### config.mk
export PLATFORM = sky130hd
export DESIGN_NAME = audio_sample_packetizer
export DESIGN_NICKNAME = d
export VERILOG_FILES = /design/src/rtl/audio_sample_packetizer.sv
export SDC_FILE = /design/constraint.sdc
export NUM_CORES = 1
export LEC_CHECK = 0
export CAP_MARGIN = 30
export CORE_ASPECT_RATIO = 1.1
export CORE_MARGIN = 8
export CORE_UTILIZATION = 54
export DETAILED_ROUTE_END_ITERATION = 10
export HOLD_SLACK_MARGIN = 0.12
export PLACE_DENSITY = 0.85
export SYNTH_ARGS = -nofsm -noshare
export SYNTH_HDL_FRONTEND = slang
export SYNTH_SLANG_ARGS = --single-unit
### constraint.sdc
create_clock -name clk_pixel -period 14.7 [get_ports clk_pixel]
set_clock_uncertainty 0.05 [all_clocks]
set_input_delay 1.47 -clock clk_pixel [delete_from_list [all_inputs] [get_ports clk_pixel]]
set_output_delay 1.47 -clock clk_pixel [all_outputs]
set_load 0.02 [all_outputs]
### src/rtl/audio_sample_packetizer.sv
// Collects up to four stereo samples per request and emits one audio sample packet.
// Optional macro AUDIO_CHANNEL_STATUS_EN drives the C bits from the channel status block.
module audio_sample_packetizer #(
    parameter int         BIT_WIDTH      = 16,
    parameter logic [3:0] CS_SAMPLE_FREQ = 4'b0010,
    parameter logic [3:0] CS_WORD_LENGTH = 4'b0010
) (
    input  logic                 clk_pixel,
    input  logic                 reset,
    input  logic                 sample_available,
    input  logic [BIT_WIDTH-1:0] audio_sample [2],
    output logic                 sample_pop,
    input  logic                 packet_request,
    output logic [23:0]          header,
    output logic [55:0]          sub [4],
    output logic                 packet_valid
);

    typedef enum logic [1:0] {IDLE, COLLECT, EMIT} state_t;

    state_t      state_q, state_d;
    logic [2:0]  count_q, count_d;
    logic [7:0]  frame_q, frame_d;
    logic [55:0] slot_q [4];
    logic [55:0] slot_d [4];
    logic [3:0]  b_q, b_d;
    logic [23:0] header_q, header_d;
    logic [55:0] sub_q [4];
    logic [55:0] sub_d [4];
    logic [3:0]  present;
    logic        c_bit;

    function automatic logic cs_bit(input logic [7:0] n);
        if (n >= 8'd24 && n <= 8'd27) return CS_SAMPLE_FREQ[n[1:0]];
        if (n >= 8'd32 && n <= 8'd35) return CS_WORD_LENGTH[n[1:0]];
        return 1'b0;
    endfunction

    // Subpacket: MSB-aligned samples, V=U=0, P makes each subframe even.
    function automatic logic [55:0] pack(input logic [BIT_WIDTH-1:0] l,
                                         input logic [BIT_WIDTH-1:0] r,
                                         input logic c);
        logic [23:0] al;
        logic [23:0] ar;
        al = 24'(l) << (24 - BIT_WIDTH);
        ar = 24'(r) << (24 - BIT_WIDTH);
        return {^{ar, c}, c, 2'b00, ^{al, c}, c, 2'b00, ar, al};
    endfunction

`ifdef AUDIO_CHANNEL_STATUS_EN
    assign c_bit = cs_bit(frame_q);
`else
    assign c_bit = 1'b0;
`endif

    always_comb begin
        present = 4'b0000;
        for (int i = 0; i < 4; i++) present[i] = (3'(i) < count_q);
    end

    always_comb begin
        state_d    = state_q;
        count_d    = count_q;
        frame_d    = frame_q;
        slot_d     = slot_q;
        b_d        = b_q;
        header_d   = header_q;
        sub_d      = sub_q;
        sample_pop = 1'b0;
        unique case (state_q)
            IDLE: begin
                if (packet_request) begin
                    state_d = COLLECT;
                    count_d = 3'd0;
                end
            end
            COLLECT: begin
                if (sample_available && count_q < 3'd4) begin
                    sample_pop             = 1'b1;
                    slot_d[count_q[1:0]]   = pack(audio_sample[0], audio_sample[1], c_bit);
                    b_d[count_q[1:0]]      = (frame_q == 8'd0);
                    count_d                = count_q + 3'd1;
                    frame_d                = (frame_q == 8'd191) ? 8'd0 : frame_q + 8'd1;
                end else if (count_q != 3'd0) begin
                    state_d  = EMIT;
                    header_d = {b_q & present, 4'b0000, 4'b0000, present, 8'h02};
                    for (int i = 0; i < 4; i++)
                        sub_d[i] = present[i] ? slot_q[i] : 56'd0;
                end else begin
                    state_d = IDLE;
                end
            end
            EMIT: state_d = IDLE;
            default: state_d = IDLE;
        endcase
    end

    always_ff @(posedge clk_pixel or posedge reset) begin
        if (reset) begin
            state_q  <= IDLE;
            count_q  <= 3'd0;
            frame_q  <= 8'd0;
            b_q      <= 4'b0000;
            header_q <= 24'd0;
            for (int i = 0; i < 4; i++) begin
                slot_q[i] <= 56'd0;
                sub_q[i]  <= 56'd0;
            end
        end else begin
            state_q  <= state_d;
            count_q  <= count_d;
            frame_q  <= frame_d;
            b_q      <= b_d;
            header_q <= header_d;
            slot_q   <= slot_d;
            sub_q    <= sub_d;
        end
    end

    assign header       = header_q;
    assign sub          = sub_q;
    assign packet_valid = (state_q == EMIT);

endmodule

* Word-level counts from Yosys, hierarchy flattened
Cells that the tools add are included.
Word-level totals: flip-flop bits (word level) 474, latch bits 0, bits in writable memories 0, bits in read-only memories 0, output and inout bits 250, memories 0
Cells by class: $add $sub $neg 2, multipliers 0, div/mod/pow operators 0, order comparisons 9, equal/unequal tests 6, shift operators 0, multiplexer cells 20, bitwise gates (word level) 3, reduce and logical (&&, ||, !) cells 13
Operators with widths (count):
- $mux 56 | 5
- $bwmux 224 | 1
- $demux 56 s2 | 1
- $reduce_xor 25->1 | 2
- $add 8x1->8 const B | 1
- $eq 8x8->1 const B | 1
- $logic_not 8->1 | 1
- $mux 8 | 1
- $lt 1x3->1 const A | 2
- $lt 2x3->1 const A | 2
- $mux 2 | 3
- $mux 3 | 2
- $ne 2x2->1 const B | 3
- $pmux 3 s2 | 1
- $reduce_and 3->1 | 2
- $and 4x4->4 | 1
- $bwmux 4 | 1
- $pmux 2 s2 | 1
- $reduce_and 2->1 | 2
- $add 3x1->3 const B | 1
- $ge 3x3->1 const B | 1
- $logic_and 1x1->1 | 3
- $lt 2x3->1 const B | 1
- $lt 3x1->1 const B | 1
- other kinds (11) | 13

* Logic depth before layout (Yosys ltp)
depth after elaboration 6, depth in mapped cells 10, mapped depth without buffers 7

* Least setup slack after synthesis
No wires, ideal clock.
path type input to output, start point in sample_available, end point out sample_pop, arrival 1904 ps, setup slack 11276 ps, stages 2, cell sequence and4bb_4 -> buf_4
Between the ends: longest elaborated chain between the ends 3
Ends and longest elaborated chain:
- start, declared | line 10 | input logic sample_available,
- $logic_and 1x1->1 | line 78 | if (sample_available && count_q < 3'd4) begin
- $mux 1 | line 78
- $mux 1 | line 70 | unique case (state_q)
- end, declared | line 12 | output logic sample_pop,
Every way passes these cells.

* Worst setup path in the final report
Ends and elaborated chain as after synthesis.

==> summary.md <==
| Metric | Value |
|---|---|
| Post-cts gate resize count | `0` |
| Clk pin slew, worst setup/hold paths | `~0.060 ns` |
| Slew HR | `around 37%` |
| CTS tree | `yes` |
| First-pass GRT wire length | `between 40,000 and 50,000 um` |
| Post-synthesis cell count | `~910` |
| Total CTS buffers | `29` |
| Routability congestion estimate | `0.749` |
| Share of flip-flops with an asynchronous set or reset | `100%` |
| Initial antenna violation count | `1` |
| Worst Hold Class | `reg2reg` |
| Post-Synthesis Cell Area | `12,300 um^2` |
| Top cell type's share of synthesized area | `approximately three fifths` |
| Critical path required time | `13.18 ns` |
| RSZ-0062 raised after global routing | `no` |
| Synth top area cells | `dfrtp_1, a22o_1, mux2_2, buf_4, mux2_4` |
| Synth Warn # | `0` |
| Synthesis-to-finish area growth | `22.2%` |
| CP max FO | `15` |
| Max Root-Sink Buffers | `3` |
| Max-Cap Viols | `0` |
| Post-synth cell types | `33` |
| Most numerous cell in the Yosys netlist | `dfrtp_1` |
| EDFF count, synth | `0` |
| Outcome | `complete, no violations` |
| # hold bufs at CTS | `0` |
| Vias post-DR | `~7,500` |
| Fin crit period | `~4.6 ns` |
| Finished Cell Area | `about 15,000 um^2` |
| Top_reg_cell synth | `dfrtp_1` |
| Power Dens Cells | `210 nW/um^2` |
| Static Leakage | `7.25 nW` |
| Final setup fails | `0` |
| WHS | `roughly 0.42 ns` |
| Largest net degree at the start of global routing | `about 130` |
| FILL cells | `~1,600` |
| CTS sink cnt | `298` |
| Largest area contributor in the netlist | `dfrtp_1` |
| Drt initial violations | `between 300 and 400` |
| CP Launch Type | `primary input` |
| Die Y | `between 150 and 200 um` |
| Synth Register Bits | `slightly below 300` |
| Period utilization | `31.0%` |
| Die X | `between 150 and 200 um` |
| Switching pwr | `0.00104 W` |
| Worst Path Arrival | `between 3 and 4 ns` |
| Setup crit end kind | `output port` |
| Switching share of power | `about a third` |
| # rows | `between 50 and 60` |
| Final Max Slew Viols | `0` |
| FMAX | `approximately 220 MHz` |
| Post-CTS setup buffer count | `0` |
| H-tree depth | `1` |
| Clock Latency Late Sink | `roughly 0.53 ns` |
| Via-to-Cell Ratio | `5.32` |
| Hold Vio Cnt, Final | `0` |
| DP Area | `around 14,000 um^2` |
| DP HPWL | `19,700 um` |
| Drt total wl | `29,300 um` |
| Avg Inst Size Synth | `around 14 um^2` |
| Drt pass-1 iters | `6` |
| Antenna viol nets, final | `0` |
| Root buffer cell | `clkbuf_16` |
| Flop pwr share | `between 40% and 50%` |
| Tot GR Track Use | `a little over a fifth` |
| Fin nets | `1,125` |
| Internal power | `0.00211 W` |
| PortBufs | `about 180` |
| Die area | `27,800 um^2` |
| Max VDD drop | `0.000124 V` |
| Total Power | `around 0.0032 W` |
| Core Box Area | `22,600 um^2` |
| Drt wl/cell | `20.9 um` |
| Vias in the first global route | `8,260` |
| Clock group share of total power | `between 20% and 30%` |
| GRT overflow | `0` |
| Layout cells sized above 1 | `between 15 and 20%` |
| Least-Margin Pin Slew | `0.947 ns` |
| Total I/O pin count | `approximately 290` |
| Register area share after synthesis | `roughly three fifths` |
| Setup TNS Final | `0 ns` |
| Synth top cells by count | `dfrtp_1, buf_4, a22o_1` |
| Crit Path Class | `in2out` |
| Residual DRC count | `0` |
| Logic gate share of total power | `34.5%` |
| Initial core utilization | `a little over half` |
[flip-flops by register name (all words and copies together), names as in the netlist]
signal,cells
b_q,4
count_q,3
slot_q,136
header,9
state_q,2
frame_q,8
sub,136
[final cells by class]
cell class	instances	area, um^2	area share, %
Antenna cell	1	2.50	0.0167
Inverter	6	30.0	0.200
Clock inverter	8	46.3	0.308
Multi-Input combinational cell	552	4140	27.6
Sequential cell	298	7460	49.7
Timing Repair Buffer	196	2090	13.9
Tap cell	300	375	2.50
Clock buffer	43	868	5.78
[critical path, stage by stage]
cell and delay, ns:
clkdlybuf4s50_1 0.48, and4bb_4 0.39, clkdlybuf4s50_1 0.69
[through the flow]
step	util [%]	std cells	setup WS (ns)
after floorplan	-	1011	4.95
after global placement	61.4	1343	10.14
after detailed placement	62.3	1351	10.14
after CTS	66.4	1402	10.14
after global routing	66.5	1404	10.10
final	66.5	1404	10.14
[power groups by stage]
stage	logic (W)	registers (W)	clock network, W
finish	0.00109	0.00136	0.000706
CTS	0.00110	0.00136	0.000719
global route	0.00117	0.00140	0.000750
global placement	0.00104	0.00134	0
detailed placement	0.00109	0.00136	0
floorplan	0.000514	0.00148	0
[cell families after synthesis]
kind of cell / count (synthesis) / share of synthesized area [%]
muxes: 130 / 13.1
xor gates and xnor gates: 36 / 2.57
DFF: 298 / 60.7
other: 1 / 0.0305
buffers and inverters: 161 / 9.02
AOI/OAI and AO/OA: 129 / 8.60
and+or+nand+nor: 148 / 5.32
adders and majority gates: 6 / 0.611
[cells in the final DEF, fill, tap and decap left out, drive strengths merged, types with 2 or more instances in the layout]
cell / n
and4: 2
nor2b: 3
dfrtp: 298
clkdlybuf4s50: 182
buf: 14
conb: 103
a21oi: 3
o21ai: 16
inv: 7
clkbuf: 43
nor2: 8
xnor2: 30
nand2: 89
xor2: 6
a22o: 105
a21o: 4
ha: 6
clkinv: 6
mux2: 130
nand3: 39
[layer usage]
layer | up-vias | part of all wire [%] | track usage (%)
li1 | 3277 | - | -
met2 | 280 | 50 | 35.9
met4 | 0 | 1.9 | 5.77
met1 | 3874 | 41 | 26.2
met3 | 44 | 7.5 | 5.68
met5 | - | 0 | 0
[worst paths after layout]
| path | from | to | slack (ns) | cells past startpoint |
|---|---|---|---|---|
| worst max-delay path | sample_available | sample_pop | 10.14 | 3 |
| worst min-delay path | header[23]$_DFFE_PP0P_ | header[23]$_DFFE_PP0P_ | 0.42 | 2 |
| worst max register to register | count_q[0]$_DFFE_PP0P_ | sub[72]$_DFFE_PP0P_ | 11.64 | 8 |
| worst min register to register | header[23]$_DFFE_PP0P_ | header[23]$_DFFE_PP0P_ | 0.42 | 2 |
| max in group asynchronous | reset | slot_q[45]$_DFFE_PP0P_ | 11.81 | 4 |
| min in group asynchronous | reset | sub[132]$_DFFE_PP0P_ | 1.49 | 2 |
No activity file was read; power rests on OpenSTA's default activity.
